## src/rtl/lut_loader_pkg.sv

```systemverilog
// Shared types for the runtime-writable lookup table.
package lut_loader_pkg;

    typedef enum logic [1:0] {
        EMPTY   = 2'd0,
        LOADING = 2'd1,
        LOADED  = 2'd2
    } lut_loader_state_t;

endpackage

```

## src/rtl/lut_loader_if.sv

```systemverilog
// Write stream plus random-access read port of the lookup table.
interface lut_loader_if #(
    parameter int DATA_WIDTH = 8,
    parameter int ADDR_WIDTH = 4
);
    logic                  load_start;
    logic [DATA_WIDTH-1:0] data_in;
    logic                  data_in_valid;
    logic                  data_in_ready;
    logic                  loaded;
    logic [ADDR_WIDTH-1:0] addr;
    logic [DATA_WIDTH-1:0] data;
    logic                  data_valid;

    modport master (
        output load_start, data_in, data_in_valid, addr,
        input  data_in_ready, loaded, data, data_valid
    );

    modport slave (
        input  load_start, data_in, data_in_valid, addr,
        output data_in_ready, loaded, data, data_valid
    );
endinterface

```

## src/rtl/lut_loader.sv

```systemverilog
// Lookup table filled sequentially from a valid/ready stream, read by address.
module lut_loader
    import lut_loader_pkg::*;
#(
    parameter int DATA_WIDTH = 8,
    parameter int SIZE       = 13,
    parameter bit OUTPUT_REG = 1'b0
) (
    input logic         clk,
    input logic         rst,
    lut_loader_if.slave bus
);
    localparam int ADDR_WIDTH = (SIZE == 1) ? 1 : $clog2(SIZE);
    localparam logic [ADDR_WIDTH-1:0] LAST = ADDR_WIDTH'(SIZE - 1);

    if (SIZE < 1) begin : g_bad_size
        $error("lut_loader: SIZE must be > 0");
    end
    if (DATA_WIDTH < 1) begin : g_bad_width
        $error("lut_loader: DATA_WIDTH must be > 0");
    end

    lut_loader_state_t     state_q, state_d;
    logic [ADDR_WIDTH-1:0] wr_ptr_q, wr_ptr_d;
    logic                  wr_en;
    logic                  ready;
    logic [DATA_WIDTH-1:0] tab [0:SIZE-1];
    logic [DATA_WIDTH-1:0] look_up;

    always_ff @(posedge clk) begin
        if (rst) begin
            state_q  <= EMPTY;
            wr_ptr_q <= '0;
        end else begin
            state_q  <= state_d;
            wr_ptr_q <= wr_ptr_d;
        end
    end

    always_comb begin
        state_d  = state_q;
        wr_ptr_d = wr_ptr_q;
        ready    = 1'b0;
        wr_en    = 1'b0;
        case (state_q)
            LOADING: begin
                // A restart masks ready so the restart cycle never writes.
                ready = !bus.load_start;
                if (bus.load_start) begin
                    wr_ptr_d = '0;
                end else if (bus.data_in_valid) begin
                    wr_en = 1'b1;
                    if (wr_ptr_q == LAST) begin
                        state_d  = LOADED;
                        wr_ptr_d = '0;
                    end else begin
                        wr_ptr_d = wr_ptr_q + ADDR_WIDTH'(1);
                    end
                end
            end
            default: begin
                if (bus.load_start) begin
                    state_d  = LOADING;
                    wr_ptr_d = '0;
                end
            end
        endcase
    end

    // Table contents are deliberately left out of reset.
    always_ff @(posedge clk) begin
        if (wr_en) tab[wr_ptr_q] <= bus.data_in;
    end

    assign look_up           = (32'(bus.addr) < SIZE) ? tab[bus.addr] : '0;
    assign bus.data_in_ready = ready;
    assign bus.loaded        = (state_q == LOADED);

    if (OUTPUT_REG) begin : g_reg_out
        logic [DATA_WIDTH-1:0] data_q;
        logic                  valid_q;
        always_ff @(posedge clk) begin
            if (rst) begin
                data_q  <= '0;
                valid_q <= 1'b0;
            end else begin
                data_q  <= look_up;
                valid_q <= (state_q == LOADED);
            end
        end
        assign bus.data       = data_q;
        assign bus.data_valid = valid_q;
    end else begin : g_comb_out
        assign bus.data       = look_up;
        assign bus.data_valid = (state_q == LOADED);
    end

`ifndef SYNTHESIS
    always_ff @(posedge clk) begin
        if (!rst && wr_en) begin
            assert (!$isunknown(bus.data_in))
            else $error("lut_loader: X on data_in during a transfer");
        end
    end
`endif

endmodule

```

## src/flat_wrapper.sv

```systemverilog
// flat-port wrapper written by rule: the top's interface ports become plain ports
module lut_loader_flat import lut_loader_pkg::*;
#(
    parameter int DATA_WIDTH = 8,
    parameter int SIZE       = 13,
    parameter bit OUTPUT_REG = 1'b0
)
  (clk, rst, bus_load_start, bus_data_in, bus_data_in_valid, bus_addr, bus_data_in_ready, bus_loaded, bus_data, bus_data_valid);
  lut_loader_if #(.DATA_WIDTH(DATA_WIDTH), .ADDR_WIDTH((4))) bus_i ();
  input logic clk;
  input logic rst;
  input wire logic [$bits(bus_i.load_start)-1:0] bus_load_start;
  input wire logic [$bits(bus_i.data_in)-1:0] bus_data_in;
  input wire logic [$bits(bus_i.data_in_valid)-1:0] bus_data_in_valid;
  input wire logic [$bits(bus_i.addr)-1:0] bus_addr;
  output wire logic [$bits(bus_i.data_in_ready)-1:0] bus_data_in_ready;
  output wire logic [$bits(bus_i.loaded)-1:0] bus_loaded;
  output wire logic [$bits(bus_i.data)-1:0] bus_data;
  output wire logic [$bits(bus_i.data_valid)-1:0] bus_data_valid;
  assign bus_i.load_start = bus_load_start;
  assign bus_i.data_in = bus_data_in;
  assign bus_i.data_in_valid = bus_data_in_valid;
  assign bus_i.addr = bus_addr;
  assign bus_data_in_ready = bus_i.data_in_ready;
  assign bus_loaded = bus_i.loaded;
  assign bus_data = bus_i.data;
  assign bus_data_valid = bus_i.data_valid;
  lut_loader #(.DATA_WIDTH(DATA_WIDTH), .SIZE(SIZE), .OUTPUT_REG(OUTPUT_REG)) u_core (.clk(clk), .rst(rst), .bus(bus_i));
endmodule
```

## config.mk

```make
export PLATFORM = sky130hd
export DESIGN_NAME = lut_loader_flat
export DESIGN_NICKNAME = d
export VERILOG_FILES = /design/src/rtl/lut_loader_pkg.sv /design/src/rtl/lut_loader_if.sv /design/src/rtl/lut_loader.sv /design/src/flat_wrapper.sv
export SDC_FILE = /design/constraint.sdc
export NUM_CORES = 1
export LEC_CHECK = 0
export BUFFER_PORTS_ARGS = -buffer_cell sky130_fd_sc_hd__buf_2
export CAP_MARGIN = 20
export CORE_MARGIN = 2
export CORE_UTILIZATION = 40
export CTS_CLUSTER_DIAMETER = 50
export DETAILED_ROUTE_END_ITERATION = 12
export HOLD_SLACK_MARGIN = 0.02
export MAX_ROUTING_LAYER = met4
export PLACE_DENSITY = 0.56
export RECOVER_POWER = 25
export SYNTH_ARGS = -nofsm -noshare
export SYNTH_HDL_FRONTEND = slang
export SYNTH_SLANG_ARGS = --single-unit
```

## constraint.sdc

```tcl
create_clock -name clk -period 2.3 [get_ports clk]
set_input_delay 0.115 -clock clk [delete_from_list [all_inputs] [get_ports clk]]
set_output_delay 0.115 -clock clk [all_outputs]
set_load 0.02 [all_outputs]
```

==> impl_metrics.tcl <==
set metrics [dict create \
    viasPerCell 5.42 \
    grt_max_degree 26 \
    cts_tree "yes" \
    synthMuxAreaShare_pct 11.9 \
    ios 27 \
    cp-end-kind "register" \
    worst_ep_required_time_ns 2.31 \
    yosys.cell_types.count 39 \
    power.density_mw_per_mm2 724 \
    final_layout_size_suffix_gt1_share_pct 22.5 \
    wl_per_cell_um 21.3 \
    seq_area_frac_synth_pct 72.5 \
    cp_max_fo 9 \
    fin_skew_ns 0.0134 \
    cp_num_buf_inv 2 \
    synth_edf_count 104 \
    finalSetupViolCount 0 \
    worstSetupStartpointType "input pin" \
    gp_routability_congestion 0.755 \
    track_usage_pct 16.7 \
    remaining_drc_errors 0 \
    dr.pass1.iters 4 \
    clockBufferDepth 2 \
    core_area_mm2 0.0109 \
    path_depth 5 \
    antenna_found_initial 0 \
    maxCapViolations 0 \
    synth_seq_cells 110 \
    max_freq_mhz 498 \
    grt_overflow 0 \
    dieArea_mm2 0.0121 \
    clk_pin_slew_worst_paths_ns 0.11 \
    synthesis.nets 264 \
    die_h_um 110 \
    yosysWarnings 0 \
    crit_slowest_cell "and2_1" \
    hold_viol 0 \
    hold_path_depth 1 \
    synth_xor_area_share_pct 0 \
    syn_area_mm2 0.00448 \
    synth_area_per_cell_um2 18.3 \
    critical_path_class "input pin to register" \
    nets 291 \
    grt_pass1_wl_um 13600 \
    cts-root-buf "clkbuf_8" \
    worstPathArrival_ns 2.02 \
    synth_top_family_by_area "multiplexers" \
    first_global_vias 2295 \
    ant_nets 0 \
    ys.flop_type "edfxtp_1" \
    worstPathCellList "dlygate4sd3_1 -> buf_2 -> nand3b_1 -> nor4_1 -> and2_1" \
    start_util_pct 41.1 \
    area_growth_pct 10.0 \
    cts_resized 0 \
    finalCritPeriodShare_pct 87.4 \
    slew_violations 0 \
    worst_pin_slew_ns 0.682 \
    clk_latency_ns 0.37 \
    rr_worst_depth 3 \
    path_delay_family "simple AND/OR/NAND/NOR gates" \
    wl_um 8860 \
    htree_num_levels 3 \
    num_antenna_cells 0 \
    relSlewSlack_pct 54.6 \
    synthAdderAreaFrac_pct 1.12 \
    cts_setup_buffers 0 \
    dieWidth_um 110 \
    hold_ws_ns 0.136 \
    worst_hold_path_type "input pin to register" \
    tns_ns 0 \
    fin_crit_ns 2.01 \
    drt_iter0_drc 92 \
    slowest_delay_ns 0.54 \
    synth-simple-area-share_pct 6.51 \
    cts_sinks 110 \
    ir_worst_vdd_uv 294 \
    status "finished clean" \
    power.leakage_nw 1.62 \
    synth-compound-area-share_pct 5.68 \
    syn_inst 244 \
    vias 2254 \
    portBuffers 26 \
    rsz0062_at_grt "false" \
    rows 38 \
    async_flop_share_pct 0 \
    dpl.hpwl_um 5980 \
    cts_buffers 9 \
]
synth_stat cells (all sizes together) (6+ instances only):
master	number	area, um^2
o22ai	7	43.8
a21oi	6	30.0
edfxtp	104	3120
mux2i	17	170
nor2	9	33.8
nor2b	6	37.5
and2	12	75.1
buf	9	76.3
dfxtp	6	120
mux4	16	364
kinds of logic after synthesis:
| family | Yosys count |
|---|---|
| muxes | 33 |
| buffers and inverters | 16 |
| and+or+nand+nor | 47 |
| AOI/OAI and AO/OA | 34 |
| adders and majority gates | 4 |
| DFF | 110 |
sequential cells by signal (all words and copies together) (netlist names):
signal and flops:
u_core.tab 104, u_core.wr_ptr_q 4, u_core.state_q 2
area by class of cell:
| class | count | area (um^2) |
|---|---|---|
| sequential | 110 | 3240 |
| clock buffer | 9 | 124 |
| inverter | 2 | 7.51 |
| multi-input combinational | 118 | 1130 |
| clock inverter | 7 | 73.8 |
| fill | 961 | 5960 |
| tap | 140 | 175 |
| timing repair buffer | 30 | 171 |
cells in the final DEF, fill, tap and decap left out, types with 2 or more instances in the layout:
cell type      instances
a211oi_1               4
a21oi_1                6
a2bb2oi_1              5
a31oi_1                3
and2_1                12
buf_2                 21
clkbuf_1               5
clkbuf_8               9
clkinv_2               2
clkinv_4               2
dfxtp_1                6
dlygate4sd3_1          2
edfxtp_1             104
ha_1                   4
inv_1                  2
mux2i_1               17
mux4_2                15
nand2b_1               2
nor2_1                 9
nor2b_1                6
nor3_1                 4
nor4b_1                2
o21ai_0                2
o221a_2                5
o22ai_1                7
worst paths after layout:
path | from | to | slack, ns
worst max-delay path | bus_load_start | u_core.tab[0][1]$_DFFE_PP_ | 0.29
worst min-delay path | bus_data_in[2] | u_core.tab[2][2]$_DFFE_PP_ | 0.14
worst max register to register | u_core.state_q[0]$_SDFFE_PP0P_ | u_core.tab[0][1]$_DFFE_PP_ | 0.34
worst min register to register | u_core.wr_ptr_q[2]$_SDFFE_PP0P_ | u_core.wr_ptr_q[2]$_SDFFE_PP0P_ | 0.56
stage by stage:
step	worst slack (ns)	cells	total power [mW]	util [%]	area, um^2
floorplan	0.692	244	2.38	-	4480
global placement	0.357	398	2.47	43.3	4710
detailed placement	0.276	398	2.47	43.3	4710
CTS	0.249	416	3.60	45.3	4930
global route	0.0662	416	3.68	45.2	4920
finish	0.291	416	3.57	45.2	4920
power by group:
part	total [mW]	internal (mW)	switching, mW
Combinational	0.224	0.0855	0.139
Clock	1.15	0.508	0.640
Sequential	2.20	2.19	0.00417
Total	3.57	2.78	0.783
metal layers:
metal	vias up	global-route usage, %	part of all wire, %
li1	1041	-	-
met1	1141	21.7	45
met2	58	26.3	48
met3	14	3.68	5.2
met4	0	5.06	1.6
met5	-	-	0
what timing repair did:
item / in CTS / in global routing
hold endpoints to repair: 6 / 0
endpoints found under the setup margin: 0 / 0
hold buffers: 2 / 0
Note: power is estimated with default switching activity, not from simulation.
